===== src/rtl/riscv_pkg.sv =====
// Shared RISC-V definitions: decode constants used by the multi-cycle controller
// and the memory port sequencer state encoding.
package riscv_pkg;

    localparam logic [6:0] OP_LOAD   = 7'b0000011;
    localparam logic [6:0] OP_STORE  = 7'b0100011;
    localparam logic [6:0] OP_RTYPE  = 7'b0110011;
    localparam logic [6:0] OP_ITYPE  = 7'b0010011;
    localparam logic [6:0] OP_BRANCH = 7'b1100011;
    localparam logic [6:0] OP_JAL    = 7'b1101111;
    localparam logic [6:0] OP_LUI    = 7'b0110111;

    localparam logic [2:0] F3_ADD  = 3'b000;
    localparam logic [2:0] F3_SLL  = 3'b001;
    localparam logic [2:0] F3_SLT  = 3'b010;
    localparam logic [2:0] F3_XOR  = 3'b100;
    localparam logic [2:0] F3_SR   = 3'b101;
    localparam logic [2:0] F3_OR   = 3'b110;
    localparam logic [2:0] F3_AND  = 3'b111;

    localparam logic [6:0] F7_BASE = 7'b0000000;
    localparam logic [6:0] F7_ALT  = 7'b0100000;

    localparam logic [31:0] NOP_INSTR = 32'h00000013;

    typedef enum logic [2:0] {
        IDLE,
        REQ,
        WAIT_RSP,
        DONE,
        ERR
    } mem_state_t;

endpackage


===== src/rtl/bus_timeout_counter.sv =====
// Counts cycles spent on one bus access and flags the cycle on which the
// access has used up its TIMEOUT budget.
module bus_timeout_counter #(
    parameter int TIMEOUT = 255
) (
    input  logic clk,
    input  logic rst,
    input  logic clear,
    input  logic enable,
    output logic expired
);

    logic [7:0] count;

    // Saturates so a stuck enable can never wrap back to a small count.
    always_ff @(posedge clk) begin
        if (rst)
            count <= 8'd0;
        else if (clear)
            count <= 8'd0;
        else if (enable && count != 8'(TIMEOUT))
            count <= count + 8'd1;
    end

    // True during the TIMEOUT-th enabled cycle; completion that same cycle still wins.
    assign expired = enable && (count == 8'(TIMEOUT - 1));

endmodule


===== src/rtl/mem_port_sequencer.sv =====
// Turns the multi-cycle controller's MemRead/MemWrite strobes into valid/ready bus
// accesses, owns the Instr/Data registers and stalls the controller until done.
module mem_port_sequencer
    import riscv_pkg::*;
#(
    parameter int ADDR_W  = 32,
    parameter int DATA_W  = 32,
    parameter int TIMEOUT = 255
) (
    input  logic              clk,
    input  logic              rst,
    input  logic [ADDR_W-1:0] Adr,
    input  logic [DATA_W-1:0] WriteData,
    input  logic              MemRead,
    input  logic              MemWrite,
    input  logic              IRWrite,
    output logic              Stall,
    output logic [DATA_W-1:0] Instr,
    output logic [DATA_W-1:0] Data,
    output logic              BusErr,
    output logic              req_valid,
    input  logic              req_ready,
    output logic              req_we,
    output logic [ADDR_W-1:0] req_addr,
    output logic [DATA_W-1:0] req_wdata,
    input  logic              rsp_valid,
    input  logic [DATA_W-1:0] rsp_rdata
);

    mem_state_t state, next;

    logic ir_q;
    logic access;
    logic start;
    logic capture;
    logic fail;
    logic fail_ir;
    logic cnt_en;
    logic expired;

    assign access = MemRead | MemWrite;

    bus_timeout_counter #(.TIMEOUT(TIMEOUT)) u_timeout (
        .clk     (clk),
        .rst     (rst),
        .clear   (start),
        .enable  (cnt_en),
        .expired (expired)
    );

    always_ff @(posedge clk) begin
        if (rst)
            state <= IDLE;
        else
            state <= next;
    end

    always_comb begin
        next    = state;
        Stall   = 1'b0;
        start   = 1'b0;
        capture = 1'b0;
        fail    = 1'b0;
        fail_ir = ir_q;
        cnt_en  = 1'b0;
        case (state)
            IDLE: begin
                fail_ir = IRWrite;
                if (access) begin
                    Stall = 1'b1;
                    if (Adr[1:0] != 2'b00) begin
                        next = ERR;
                        fail = 1'b1;
                    end else begin
                        next  = REQ;
                        start = 1'b1;
                    end
                end
            end
            REQ: begin
                Stall  = 1'b1;
                cnt_en = 1'b1;
                // Completion beats an expiring counter in the same cycle.
                if (req_ready && (req_we || rsp_valid)) begin
                    next    = DONE;
                    capture = !req_we;
                end else if (expired) begin
                    next = ERR;
                    fail = 1'b1;
                end else if (req_ready) begin
                    next = WAIT_RSP;
                end
            end
            WAIT_RSP: begin
                Stall  = 1'b1;
                cnt_en = 1'b1;
                if (rsp_valid) begin
                    next    = DONE;
                    capture = 1'b1;
                end else if (expired) begin
                    next = ERR;
                    fail = 1'b1;
                end
            end
            DONE:    next = IDLE;
            ERR:     next = IDLE;
            default: next = IDLE;
        endcase
    end

    assign req_valid = (state == REQ);

    // Access attributes are frozen at IDLE so the bus sees them stable until accepted.
    always_ff @(posedge clk) begin
        if (rst) begin
            req_addr  <= '0;
            req_wdata <= '0;
            req_we    <= 1'b0;
            ir_q      <= 1'b0;
        end else if (state == IDLE && access) begin
            req_addr  <= Adr;
            req_wdata <= WriteData;
            req_we    <= MemWrite;
            ir_q      <= IRWrite;
        end
    end

    always_ff @(posedge clk) begin
        if (rst) begin
            Instr  <= DATA_W'(NOP_INSTR);
            Data   <= '0;
            BusErr <= 1'b0;
        end else begin
            if (capture) begin
                Data <= rsp_rdata;
                if (ir_q)
                    Instr <= rsp_rdata;
            end
            if (fail) begin
                BusErr <= 1'b1;
                if (fail_ir)
                    Instr <= DATA_W'(NOP_INSTR);
            end
        end
    end

endmodule


===== config.mk =====
export PLATFORM = sky130hd
export DESIGN_NAME = mem_port_sequencer
export DESIGN_NICKNAME = d
export VERILOG_FILES = /design/src/rtl/riscv_pkg.sv /design/src/rtl/bus_timeout_counter.sv /design/src/rtl/mem_port_sequencer.sv
export SDC_FILE = /design/constraint.sdc
export NUM_CORES = 1
export LEC_CHECK = 0
export CORE_MARGIN = 2
export CORE_UTILIZATION = 35
export DETAILED_ROUTE_END_ITERATION = 10
export PLACE_DENSITY_LB_ADDON = 0.15
export SYNTH_ARGS = -nofsm -noshare
export SYNTH_HDL_FRONTEND = slang
export SYNTH_SLANG_ARGS = --single-unit
export TNS_END_PERCENT = 50

===== constraint.sdc =====
create_clock -name clk -period 2.7 [get_ports clk]
set_input_delay 0.81 -clock clk [delete_from_list [all_inputs] [get_ports clk]]
set_output_delay 0.81 -clock clk [all_outputs]
set_load 0.02 [all_outputs]

==> impl_metrics.py <==
metrics = {
    "grt": {
        "grt_use_total": 0.199,
        "grt_max_degree": 69,
        "antenna_found_initial": 0,
        "grt_pass1_vias": 5280,
        "grt-ovfl-total": 0,
        "grt_pass1_wl_microns": 25800,
    },
    "min_path": {
        "min_path_cells": 2,
        "hold_path_class": "reg2reg",
    },
    "worst_setup_path": {
        "rr_worst_depth": 6,
        "cp.arrival_ns": 1.72,
        "crit_family": "buffers and inverters",
        "cp.depth": 4,
        "crit_path_end_kind": "output pin",
        "path_cells": "clkdlybuf4s50_1 -> o21ai_4 -> nand2_1 -> clkbuf_2",
        "critPathBufInv": 2,
        "start_kind": "input pin",
        "worstSetupPathType": "in2out",
        "crit_required_ns": 1.89,
        "cpPeakStageDelay_ns": 0.47,
        "crit_fanout": 2,
        "cpMaxStageDelayCell": "clkdlybuf4s50_1",
    },
    "clocking": {
        "clk_latency_ns": 0.41,
        "cts_buffers": 17,
        "post-cts-setup-buffer-count": 0,
        "cts_tree": "yes",
        "cts_hold_buffers": 0,
        "clk_pin_slew_ns": 0.05,
        "cts_max_path_buffers": 2,
        "cts_root_buf": "clkbuf_16",
        "htreeDepth": 4,
        "cts_sinks": 142,
    },
    "cells_and_area": {
        "fill_cells": 1413,
        "n_antenna_cell": 0,
        "nets": 961,
        "finish.instance_area_sq_mm": 0.00858,
        "final_common_cell": "clkdlybuf4s50_1",
        "area_growth_pct": 59.4,
        "final_cell_mix": "231 x clkdlybuf4s50_1, 199 x nand2_1, 141 x dfxtp_1",
        "drive_gt1_frac": 0.0759,
    },
    "floorplan": {
        "die_h_microns": 128,
        "rows": 45,
        "die_w_microns": 128,
        "ios": 235,
        "coreArea_sq_mm": 0.0151,
        "initial_core_util": 0.357,
        "design.die.area_sq_mm": 0.0164,
    },
    "yosys": {
        "yosys_warnings": 0,
        "synth_edf_count": 0,
        "syn_nets": 736,
        "syn_inst": 631,
        "ys_seq_area_frac": 0.528,
        "syn_area_sq_mm": 0.00538,
        "synth_cell_types": 49,
        "synthFlopType": "dfxtp_1",
        "synth_seq_cells": 142,
        "syn_avg_cell_area_sq_um": 8.53,
        "async_flop_share": 0,
    },
    "routing": {
        "wire_per_inst_microns": 15.2,
        "route.vias.total": 5213,
        "ant_nets": 0,
        "drtIter0Drc": 235,
        "drt_pre_antenna_iters": 4,
        "routed_wl_microns": 16100,
        "drc_errors": 0,
        "vias_per_cell": 4.93,
    },
    "run_status": {
        "status": "finished, final reports clean",
    },
    "placed_design": {
        "io_buffers": 234,
        "dpl.hpwl_microns": 11500,
        "postPlaceCellArea_sq_mm": 0.00798,
        "gp_congestion": 0.847,
    },
    "sta": {
        "finalSetupTns_ns": 0,
        "slew_headroom": 0.513,
        "period_share": 0.936,
        "finalSetupViolCount": 0,
        "fmax_mhz": 396,
        "rsz0062_at_grt": "no",
        "slew_viol_final": 0,
        "fin_worst_skew_ns": 0.00566,
        "fin_crit_ns": 2.53,
        "hold_viol_final": 0,
        "worst_pin_slew_ns": 0.730,
    },
    "run": {
        "drv_cap": 0,
    },
    "power": {
        "pwr_density_cell_mw_per_mm2": 648,
        "vdd_ir_drop_max_uv": 406,
        "leakagePower_uw": 0.00330,
    },
}
[state kept, by name, summed over array words and instances (netlist names)]
signal / count
state: 3
BusErr: 1
ir_q: 1
req_we: 1
Instr: 32
req_wdata: 32
Data: 32
u_timeout.count: 8
req_addr: 32
[repair_timing]
item                                   in CTS  in global routing
setup endpoints to repair                   1                  2
resized for setup                           2                  3
endpoints found under the hold margin       0                  0
cloned                                      0                  0
[per-stage QoR]
stage	hold slack, ns	setup WS [ns]	instances	utilization	total power (uW)
after global routing	0.470	0.0964	1057	0.568	5820
after floorplan	0.436	0.115	631	-	2760
final	0.451	0.172	1057	0.568	5560
after CTS	0.454	0.00522	1057	0.568	5630
after detailed placement	0.446	-0.280	1025	0.529	3270
after global placement	0.441	-0.284	1025	0.529	3250
[final timing paths]
kind	from	to	slack, ns
hold / removal	req_addr[3]	req_addr[3]	0.45
hold reg to reg	req_addr[3]	req_addr[3]	0.45
setup reg to reg	state[2]	req_wdata[15]	0.63
setup / recovery	MemWrite	Stall	0.17
[Yosys cell counts, types with 2 or more instances]
| library cell | n | share of area |
|---|---|---|
| a21o_1 | 2 | 0.0028 |
| a211oi_1 | 31 | 0.043 |
| buf_2 | 11 | 0.010 |
| a21oi_1 | 104 | 0.097 |
| mux2i_1 | 32 | 0.060 |
| buf_4 | 3 | 0.0042 |
| inv_1 | 4 | 0.0028 |
| nor2_1 | 15 | 0.010 |
| ha_1 | 2 | 0.0047 |
| nand3_1 | 4 | 0.0037 |
| o32ai_1 | 2 | 0.0033 |
| nand2_1 | 199 | 0.14 |
| nand4_1 | 3 | 0.0035 |
| nor3_1 | 2 | 0.0019 |
| and3_1 | 2 | 0.0023 |
| o211ai_1 | 3 | 0.0042 |
| dfxtp_1 | 142 | 0.53 |
| a211o_1 | 2 | 0.0033 |
| clkbuf_1 | 33 | 0.023 |
| nand2b_1 | 3 | 0.0035 |
| xnor2_1 | 4 | 0.0065 |
[routing by layer]
layer | track usage | vias to the layer above | wire length (microns)
li1 | - | 2596 | -
met1 | 0.220 | 2403 | 6590
met2 | 0.330 | 183 | 7500
met3 | 0.0889 | 31 | 1540
met4 | 0.0873 | 0 | 438
met5 | 0 | - | 0
[layout make-up]
cell class	count	area (sq um)	share of cell area
clock buffer	20	467	0.0544
inverter	4	15.0	0.00175
tap	188	235	0.0274
clock inverter	12	133	0.0155
multi-input combinational	437	2360	0.275
timing repair buffer	254	2520	0.294
sequential	142	2840	0.332
[cell families after synthesis]
| group | after synthesis | share of synthesized area |
|---|---|---|
| DFF | 142 | 0.528 |
| muxes | 33 | 0.0616 |
| xor gates and xnor gates | 4 | 0.00651 |
| buffers and inverters | 52 | 0.0412 |
| and+or+nand+nor | 239 | 0.180 |
| adders and majority gates | 2 | 0.00465 |
| AOI/OAI and AO/OA | 159 | 0.178 |
[power breakdown]
| part | internal [uW] | switching, uW |
|---|---|---|
| Combinational | 439 | 511 |
| Clock | 1440 | 901 |
| Sequential | 2210 | 62.6 |
| Total | 4080 | 1470 |
[tightest hold or removal path, stage by stage (launching register included)]
cell     delay, ns
dfxtp_1       0.30
nand2_1       0.05
a21oi_1       0.05
Power figures use the tool's default switching activity.
